`src/rtl/cdb_pkg.sv`:
```
// Shared CDB geometry and lane bit-packing helpers.
// Lane 0 occupies the most significant slot of every flat CDB bus.
package cdb_pkg;

  localparam int CDB_LANES  = 4;
  localparam int CDB_IDX_W  = 4;
  localparam int CDB_DATA_W = 16;

  function automatic int lane_slot(input int lanes, input int k);
    return lanes - 1 - k;
  endfunction

  function automatic int lane_lsb(input int lanes, input int k,
                                  input int w);
    return (lanes - 1 - k) * w;
  endfunction

endpackage

```
`src/rtl/rr_multi_grant.sv`:
```
// Round-robin multi-grant: picks up to N_LANES held requesters
// starting at rr_ptr and packs them onto lanes from lane 0.
module rr_multi_grant #(
  parameter int N_REQ   = 6,
  parameter int N_LANES = 4,
  parameter int PTR_W   = $clog2(N_REQ),
  parameter int LANE_W  = $clog2(N_LANES)
) (
  input  logic [N_REQ-1:0]              held,
  input  logic [PTR_W-1:0]              rr_ptr,
  output logic [N_REQ-1:0]              grant,
  output logic [N_LANES-1:0]            lane_valid,
  output logic [N_LANES-1:0][PTR_W-1:0] lane_src,
  output logic [PTR_W-1:0]              rr_ptr_next
);

  logic [LANE_W:0] cnt;
  logic [PTR_W:0]  sum;
  logic [PTR_W-1:0] idx;

  always_comb begin
    grant       = '0;
    lane_valid  = '0;
    lane_src    = '0;
    rr_ptr_next = rr_ptr;
    cnt         = '0;
    sum         = '0;
    idx         = '0;
    for (int i = 0; i < N_REQ; i++) begin
      sum = {1'b0, rr_ptr} + (PTR_W+1)'(i);
      if (sum >= (PTR_W+1)'(N_REQ))
        sum = sum - (PTR_W+1)'(N_REQ);
      idx = sum[PTR_W-1:0];
      if (held[idx] && (cnt < (LANE_W+1)'(N_LANES))) begin
        grant[idx]                  = 1'b1;
        lane_valid[cnt[LANE_W-1:0]] = 1'b1;
        lane_src[cnt[LANE_W-1:0]]   = idx;
        rr_ptr_next = (idx == PTR_W'(N_REQ-1)) ? '0 : idx + 1'b1;
        cnt = cnt + 1'b1;
      end
    end
  end

endmodule

```
`src/rtl/cdb_arbiter.sv`:
```
// Per-unit holding buffers feeding a registered multi-lane CDB
// through a round-robin multi-grant arbiter.
import cdb_pkg::*;

module cdb_arbiter #(
  parameter int NUM_REQ   = 6,
  parameter int NUM_LANES = cdb_pkg::CDB_LANES,
  parameter int IDX_W     = cdb_pkg::CDB_IDX_W,
  parameter int DATA_W    = cdb_pkg::CDB_DATA_W
) (
  input  logic                        clk,
  input  logic                        rst,
  input  logic                        flush,
  input  logic [NUM_REQ-1:0]          req_valid,
  input  logic [NUM_REQ*IDX_W-1:0]    req_rob_index_flat,
  input  logic [NUM_REQ*DATA_W-1:0]   req_result_flat,
  output logic [NUM_REQ-1:0]          req_ready,
  output logic [NUM_LANES-1:0]        cdb_valid_flat,
  output logic [NUM_LANES*IDX_W-1:0]  cdb_rob_index_flat,
  output logic [NUM_LANES*DATA_W-1:0] cdb_result_flat
);

  localparam int PTR_W = $clog2(NUM_REQ);

  logic [NUM_REQ-1:0]              held_q, held_d;
  logic [NUM_REQ-1:0][IDX_W-1:0]   held_idx_q, held_idx_d;
  logic [NUM_REQ-1:0][DATA_W-1:0]  held_data_q, held_data_d;
  logic [PTR_W-1:0]                rr_ptr_q, rr_ptr_d;
  logic [NUM_LANES-1:0]            cdb_valid_q, cdb_valid_d;
  logic [NUM_LANES-1:0][IDX_W-1:0] cdb_idx_q, cdb_idx_d;
  logic [NUM_LANES-1:0][DATA_W-1:0] cdb_data_q, cdb_data_d;

  logic [NUM_REQ-1:0]              grant;
  logic [NUM_LANES-1:0]            lane_valid;
  logic [NUM_LANES-1:0][PTR_W-1:0] lane_src;
  logic [PTR_W-1:0]                rr_ptr_next;
  logic [NUM_REQ-1:0][IDX_W-1:0]   req_idx;
  logic [NUM_REQ-1:0][DATA_W-1:0]  req_data;

  rr_multi_grant #(
    .N_REQ   (NUM_REQ),
    .N_LANES (NUM_LANES),
    .PTR_W   (PTR_W)
  ) u_rr (
    .held        (held_q),
    .rr_ptr      (rr_ptr_q),
    .grant       (grant),
    .lane_valid  (lane_valid),
    .lane_src    (lane_src),
    .rr_ptr_next (rr_ptr_next)
  );

  for (genvar r = 0; r < NUM_REQ; r++) begin : g_req
    assign req_idx[r]  = req_rob_index_flat[r*IDX_W +: IDX_W];
    assign req_data[r] = req_result_flat[r*DATA_W +: DATA_W];
  end

  for (genvar k = 0; k < NUM_LANES; k++) begin : g_lane
    assign cdb_valid_flat[lane_slot(NUM_LANES, k)] = cdb_valid_q[k];
    assign cdb_rob_index_flat[lane_lsb(NUM_LANES, k, IDX_W) +: IDX_W] =
      cdb_idx_q[k];
    assign cdb_result_flat[lane_lsb(NUM_LANES, k, DATA_W) +: DATA_W] =
      cdb_data_q[k];
  end

  // A buffer being granted this cycle can take its successor at once.
  assign req_ready = (~held_q | grant) & {NUM_REQ{~rst & ~flush}};

  always_comb begin
    held_d      = held_q & ~grant;
    held_idx_d  = held_idx_q;
    held_data_d = held_data_q;
    for (int r = 0; r < NUM_REQ; r++) begin
      if (req_valid[r] && req_ready[r]) begin
        held_d[r]      = 1'b1;
        held_idx_d[r]  = req_idx[r];
        held_data_d[r] = req_data[r];
      end
    end
    if (flush)
      held_d = '0;
    rr_ptr_d = flush ? rr_ptr_q : rr_ptr_next;
    for (int k = 0; k < NUM_LANES; k++) begin
      cdb_valid_d[k] = lane_valid[k] & ~flush;
      cdb_idx_d[k]   = cdb_valid_d[k] ? held_idx_q[lane_src[k]]  : '0;
      cdb_data_d[k]  = cdb_valid_d[k] ? held_data_q[lane_src[k]] : '0;
    end
  end

  always_ff @(posedge clk) begin
    if (rst) begin
      held_q      <= '0;
      held_idx_q  <= '0;
      held_data_q <= '0;
      rr_ptr_q    <= '0;
      cdb_valid_q <= '0;
      cdb_idx_q   <= '0;
      cdb_data_q  <= '0;
    end else begin
      held_q      <= held_d;
      held_idx_q  <= held_idx_d;
      held_data_q <= held_data_d;
      rr_ptr_q    <= rr_ptr_d;
      cdb_valid_q <= cdb_valid_d;
      cdb_idx_q   <= cdb_idx_d;
      cdb_data_q  <= cdb_data_d;
    end
  end

endmodule

```
`config.mk`:
```
export PLATFORM = sky130hd
export DESIGN_NAME = cdb_arbiter
export DESIGN_NICKNAME = d
export VERILOG_FILES = /design/src/rtl/cdb_pkg.sv /design/src/rtl/rr_multi_grant.sv /design/src/rtl/cdb_arbiter.sv
export SDC_FILE = /design/constraint.sdc
export NUM_CORES = 1
export LEC_CHECK = 0
export ABC_AREA = 1
export CORE_ASPECT_RATIO = 0.5
export CORE_MARGIN = 2
export CORE_UTILIZATION = 49
export DETAILED_ROUTE_END_ITERATION = 10
export HOLD_SLACK_MARGIN = 0.15
export PLACE_DENSITY = 0.73
export RECOVER_POWER = 50
export SETUP_SLACK_MARGIN = 0.3
export SYNTH_ARGS = -nofsm -noshare
export SYNTH_HDL_FRONTEND = slang
export SYNTH_HIERARCHICAL = 1
export SYNTH_SLANG_ARGS = --single-unit
```
`constraint.sdc`:
```
create_clock -name clk -period 5.14 [get_ports clk]
set_input_delay 0.771 -clock clk [delete_from_list [all_inputs] [get_ports clk]]
set_output_delay 0.771 -clock clk [all_outputs]
set_load 0.005 [all_outputs]
```
* Word-level counts from Yosys, hierarchy flattened *
Cells that the tools add are included.
Widths: inputs -> output; s select.

storage, ports and cells
  word-level logic and storage cells = 254
  memories kept = 0
  memory bits (writable) = 0
  output and inout bits = 90
  bits in latches = 0
  bits in read-only memories = 0
  register bits after elaboration = 213

operators by class
  equality and inequality tests = 6
  shifts and indexed selects = 0
  add/subtract/negate cells = 21
  divide/modulo/power cells = 0
  reduce and logical (&&, ||, !) cells = 29
  multiplexer cells = 112
  $lt $le $gt $ge = 37
  bitwise operators = 26
  multipliers = 0

operators with widths
  cell                 number
  $bmux 16 s3          4
  $mux 3               28
  $mux 16              4
  $bwmux 12            5
  $mux 12              5
  $bmux 4 s3           4
  $lt 3x4->1 const B   10
  $mux 4               9
  $mux 6               6
  $or 6x6->6           6
  $demux 3 s2          5
  $add 3x1->3 const B  9
  $mux 1               25
  $logic_and 1x1->1    22
  $ge 4x3->1 const B   5
  $bmux 1 s3           6
  $demux 1 s3          6
  $eq 3x3->1 const B   6
  $ge 3x1->1 const B   6
  $sub 3x3->3 const B  6
  $or 4x4->4           4
  $and 6x6->6          2
  $lt 2x3->1 const B   4
  $lt 3x3->1 const B   4
  16 further kinds     40

* Logic depth before layout (Yosys ltp) *
  depth after elaboration = 26
  gate-level depth with buffers = 43

* Hierarchy *
Netlist, hierarchy kept.

modules (own cells, without submodules)
  module          area an instance (um^2)  seq. area each (um^2)  cells an instance  instances
  cdb_arbiter     11,214.5                 4,264.1                1,650              1
  rr_multi_grant  2,202.1                  0.0                    420                1

* Worst setup path after synthesis *
OpenSTA, ideal clock, no wires.

  path kind = flip-flop to flip-flop
  from = reg rr_ptr_q[0]
  to = reg cdb_data_q, in the netlist cdb_result_flat[32]
  required time = 5,020 ps
  period minus slack after synthesis = 5,184 ps
  library setup time = 120 ps
  stages on the path, launching flop included = 40
  path buffers = 6
  slack = -44 ps
  arrival = 5,064 ps
  cells stage by stage = dfxtp_1 buf_6 inv_2 buf_6 clkbuf_1 ha_1 buf_2 inv_1 nand2_1 nand2_1 nand2_1 nand2_2 nand2_1 nand3_1 nand2_2 clkinv_1 ha_1 inv_1 (+4 left out) nand2_1 nand2_1 inv_1 nand2_1 ha_1 or2_2 o21ai_2 nand2_2 inv_2 nand2_1 o21ai_1 buf_2 clkbuf_1 nand2_1 nand3_1 nand2_1 nand2_1 a21oi_1

RTL lines
  element                 line                RTL
  start, declared         cdb_arbiter.sv:28   logic [PTR_W-1:0] rr_ptr_q, rr_ptr_d;
  start signal, assigned  cdb_arbiter.sv:103  rr_ptr_q <= rr_ptr_d;
  end signal, assigned    cdb_arbiter.sv:106  cdb_data_q <= cdb_data_d;
  end, declared           cdb_arbiter.sv:31   logic [NUM_LANES-1:0][DATA_W-1:0] cdb_data_q, cdb_data_d;

* Final worst setup path *
  from = reg rr_ptr_q[0]
  to = reg cdb_data_q, in the netlist cdb_result_flat[35]

on the way
  cells in the longest elaborated chain, start to end = 26
  elaborated cells on any way between the ends = 114
  those cells by class = 15 x add/sub; 21 x order compare; 60 x mux; 7 x bitwise; 11 x reduce/logical

ends and longest elaborated chain
  element                                           line                                        RTL
  $sub 3x3->3 / $ge 3x3->1 (equally long branches)  rr_multi_grant.sv:32, rr_multi_grant.sv:31
  $mux 3                                            rr_multi_grant.sv:31                        if (sum >= (PTR_W+1)'(N_REQ))
  $bmux 1 s3                                        rr_multi_grant.sv:34                        if (held[idx] && (cnt < (LANE_W+1)'(N_LANES))) begin
  $mux 1 (not written as such)                      rr_multi_grant.sv:34
  $mux 1                                            rr_multi_grant.sv:34
  $lt 1x3->1                                        rr_multi_grant.sv:34, rr_multi_grant.sv:36
  $logic_and 1x1->1                                 rr_multi_grant.sv:34
  $mux 3                                            rr_multi_grant.sv:34
  (+11 left out)                                    --
  $mux 1 (not written as such)                      rr_multi_grant.sv:36                        lane_valid[cnt[LANE_W-1:0]] = 1'b1;
  $demux 1 s2                                       --
  $or 4x4->4 (no source line)                       --
  $mux 4 *                                          rr_multi_grant.sv:34
  named net lane_valid[1]                           cdb_arbiter.sv:34                           logic [NUM_LANES-1:0] lane_valid;
  $and 1x1->1 *                                     cdb_arbiter.sv:84                           cdb_valid_d[k] = lane_valid[k] & ~flush;
  $not 1->1 (no source line) *                      --
  $reduce_or 2->1 (no source line) *                --

The timed path passes the listed nets; every way through them passes the cells marked *. The select of a mux whose other input is x is not followed.
A chain may end at the register's enable or synchronous reset.

==> metrics.md <==
| Metric | Value |
|---|---|
| Outcome | finished, final reports clean |
| Root buffer cell | clkbuf_16 |
| Commonest non-fill, non-tap cell in the layout | nand2_1 |
| WL final | 48900 µm |
| Worst slew pin tran | between 1 and 1.5 ns |
| Critical path launch point type | flop |
| Biggest cell delay along the critical path | 0.99 ns |
| Seq/Total Area, Yosys | 0.318 |
| Crit-path slowest cell | clkbuf_1 |
| Ys Warns | 6 |
| Period utilization | 0.940 |
| Largest net degree at the start of global routing | 124 |
| Max-cap violation count | 0 |
| Port bufs | 218 |
| Worst EP required | 5.46 ns |
| First-pass GRT wire length | 76100 µm |
| Area grow syn2layout | 28.7% |
| Post-Syn Area | roughly 0.013 mm² |
| Die width | 238 µm |
| Layout cells sized above 1 | 0.121 |
| Initial antenna violation count | 0 |
| Final setup viols | 0 |
| Cell count of the worst reg-to-reg path | 31 |
| Initial detailed-routing violation count | 1663 |
| Avg WL per Cell | 18.5 µm |
| Final hold violation count | 0 |
| Post-route ant nets | 0 |
| Maximum fanout along the worst path | 21 |
| HP Class | reg2reg |
| Nets | roughly 2400 |
| Most frequent cells in the layout | nand2_1 (691), a21oi_1 (215), dfxtp_1 (210), nand3_1 (205), inv_1 (178) |
| DR pass1 iterations | 6 |
| Worst EP arrival | between 5 and 6 ns |
| GRT Resource Usage Total | 0.332 |
| I/O Pins | 219 |
| Hold path depth | 2 |
| Syn_area_per_cell | 6.48 µm² |
| Hold buffer count at CTS | 0 |
| HPWL Detailed | between 30000 and 40000 µm |
| Setup TNS | 0 ns |
| Clock slew at reported path FFs | around 0.060 ns |
| Via density per instance | 5.70 |
| Core area | between 0.02 and 0.03 mm² |
| Clock net sink count | 213 |
| Setup ws final | approximately 0.31 ns |
| Mapped Nets | 2216 |
| Die Area | 0.0288 mm² |
| Site Rows | 42 |
| Power Dens Cells | 652 mW/mm² |
| Clk Latency, worst-skew pair | 0.53 ns |
| Slew Limit Headroom | 0.0888 |
| RSZ-0062 raised after global routing | true |
| CTS tree | done |
| H-tree depth | 1 |
| Initial Util | 0.503 |
| GR Overflow Total | 0 |
| Layout Skew | 0.0283 ns |
| Post-Synthesis Cells | 2070 |
| Crit. End Element | flop |
| DRC violation count after routing | 0 |
| VDD IR max | approximately 470 µV |
| Die height | around 120 µm |
| Total CTS buffers | 21 |
| Post-Route Utilization | 0.647 |
| Fin crit period | between 4 and 5 ns |
| ANT cells | 0 |
| Dpl ws | 0.141 ns |
| Via count | 15000 |
| CTS Buffer Depth | 3 |
| Vias in the first global route | about 14000 |
| Max Slew Vio Count | 0 |
| Crit path kind | reg2reg |
| GP Congestion | 0.989 |
| Yosys cell types | 43 |
| Fmax | 207 MHz |
| P_leak | 7.89 nW |
| Register bit total from synthesis | 213 |
==> cells by family after synthesis <==
family,share of synthesized area
AOI/OAI and AO/OA,0.225
xor gates and xnor gates,0.00317
adders and majority gates,0.0159
buffers and inverters,0.114
DFF,0.318
muxes,0.000746
and+or+nand+nor,0.324
==> metal layers <==
layer	track usage	vias up	part of all wire	wire, µm
met3	0.0371	150	0.065	3190
li1	-	7189	-	-
met5	0	-	0	0
met1	0.432	7025	0.42	20600
met2	0.574	672	0.48	23300
met4	0.121	0	0.038	1850
==> worst max-delay path, delay by kind of cell (launching register included) <==
family,cells,cell delay (ns)
compound gates,1,0.16
fa+ha+maj,3,0.88
buf+inv,10,1.65
flops,1,0.40
simple gates,17,1.53
==> cell usage after synthesis, drive strengths merged <==
cell type | count | area (µm²)
xnor2 | 2 | 25.0
dfxtp | 213 | 4260
o22a | 1 | 8.76
nand3b | 1 | 7.51
nand2b | 1 | 6.26
nand4 | 12 | 75.1
nand3 | 228 | 1270
o21ai | 37 | 196
nor3 | 5 | 25.0
o21bai | 121 | 961
o22ai | 5 | 31.3
or2 | 2 | 12.5
inv | 197 | 739
a21oi | 223 | 1120
nand2 | 726 | 2790
a31oi | 5 | 31.3
clkbuf | 72 | 290
clkinv | 1 | 3.75
a211o | 1 | 8.76
ha | 17 | 213
nor2 | 39 | 161
o211ai | 85 | 638
buf | 71 | 495
o221ai | 1 | 8.76
xor2 | 2 | 17.5
mux2i | 1 | 10.0
o2111ai | 1 | 8.76
==> cell type report <==
type,instances,area [µm²]
Timing Repair Buffer,326,3130
Clock buffer,26,584
Clock inverter,9,68.8
Inverter,198,763
Fill cell,2530,9430
Tap cell,352,440
Sequential cell,213,4270
Multi-Input combinational cell,1516,8010
==> flip-flops by register name, summed over array words and instances (netlist names) <==
name	cells
held_data_q	96
cdb_result_flat	64
held_idx_q	24
cdb_rob_index_flat	16
held_q	6
cdb_valid_q	4
rr_ptr_q	3
==> worst paths after layout <==
path,start,end,slack (ns)
max reg2reg,rr_ptr_q[0],cdb_result_flat[35],0.31
min,held_data_q[64],held_data_q[64],0.50
max,rr_ptr_q[0],cdb_result_flat[35],0.31
min reg2reg,held_data_q[64],held_data_q[64],0.50
==> what timing repair did <==
action,4_1_cts,5_1_grt
setup buffers,24,23
setup endpoints to repair,39,86
pin swaps,12,22
gates resized for setup,57,79
==> stage by stage <==
stage | power [mW] | instance area, µm² | cells | hold WS, ns
5_1_grt | 12.1 | 17300 | 2640 | 0.525
4_1_cts | 10.8 | 16900 | 2617 | 0.500
2_1_floorplan | 6.87 | 13500 | 2070 | 0.460
3_5_place_dp | 9.04 | 15900 | 2558 | 0.489
6_report | 11.3 | 17300 | 2640 | 0.498
3_3_place_gp | 8.98 | 15900 | 2558 | 0.487
==> power breakdown <==
| part | internal (mW) | switching, mW | total [mW] |
|---|---|---|---|
| clock | 0.816 | 0.710 | 1.53 |
| combinational | 2.72 | 5.11 | 7.82 |
| sequential | 1.83 | 0.0793 | 1.91 |
| total | 5.36 | 5.90 | 11.3 |
(Power assumes the default switching activity.)
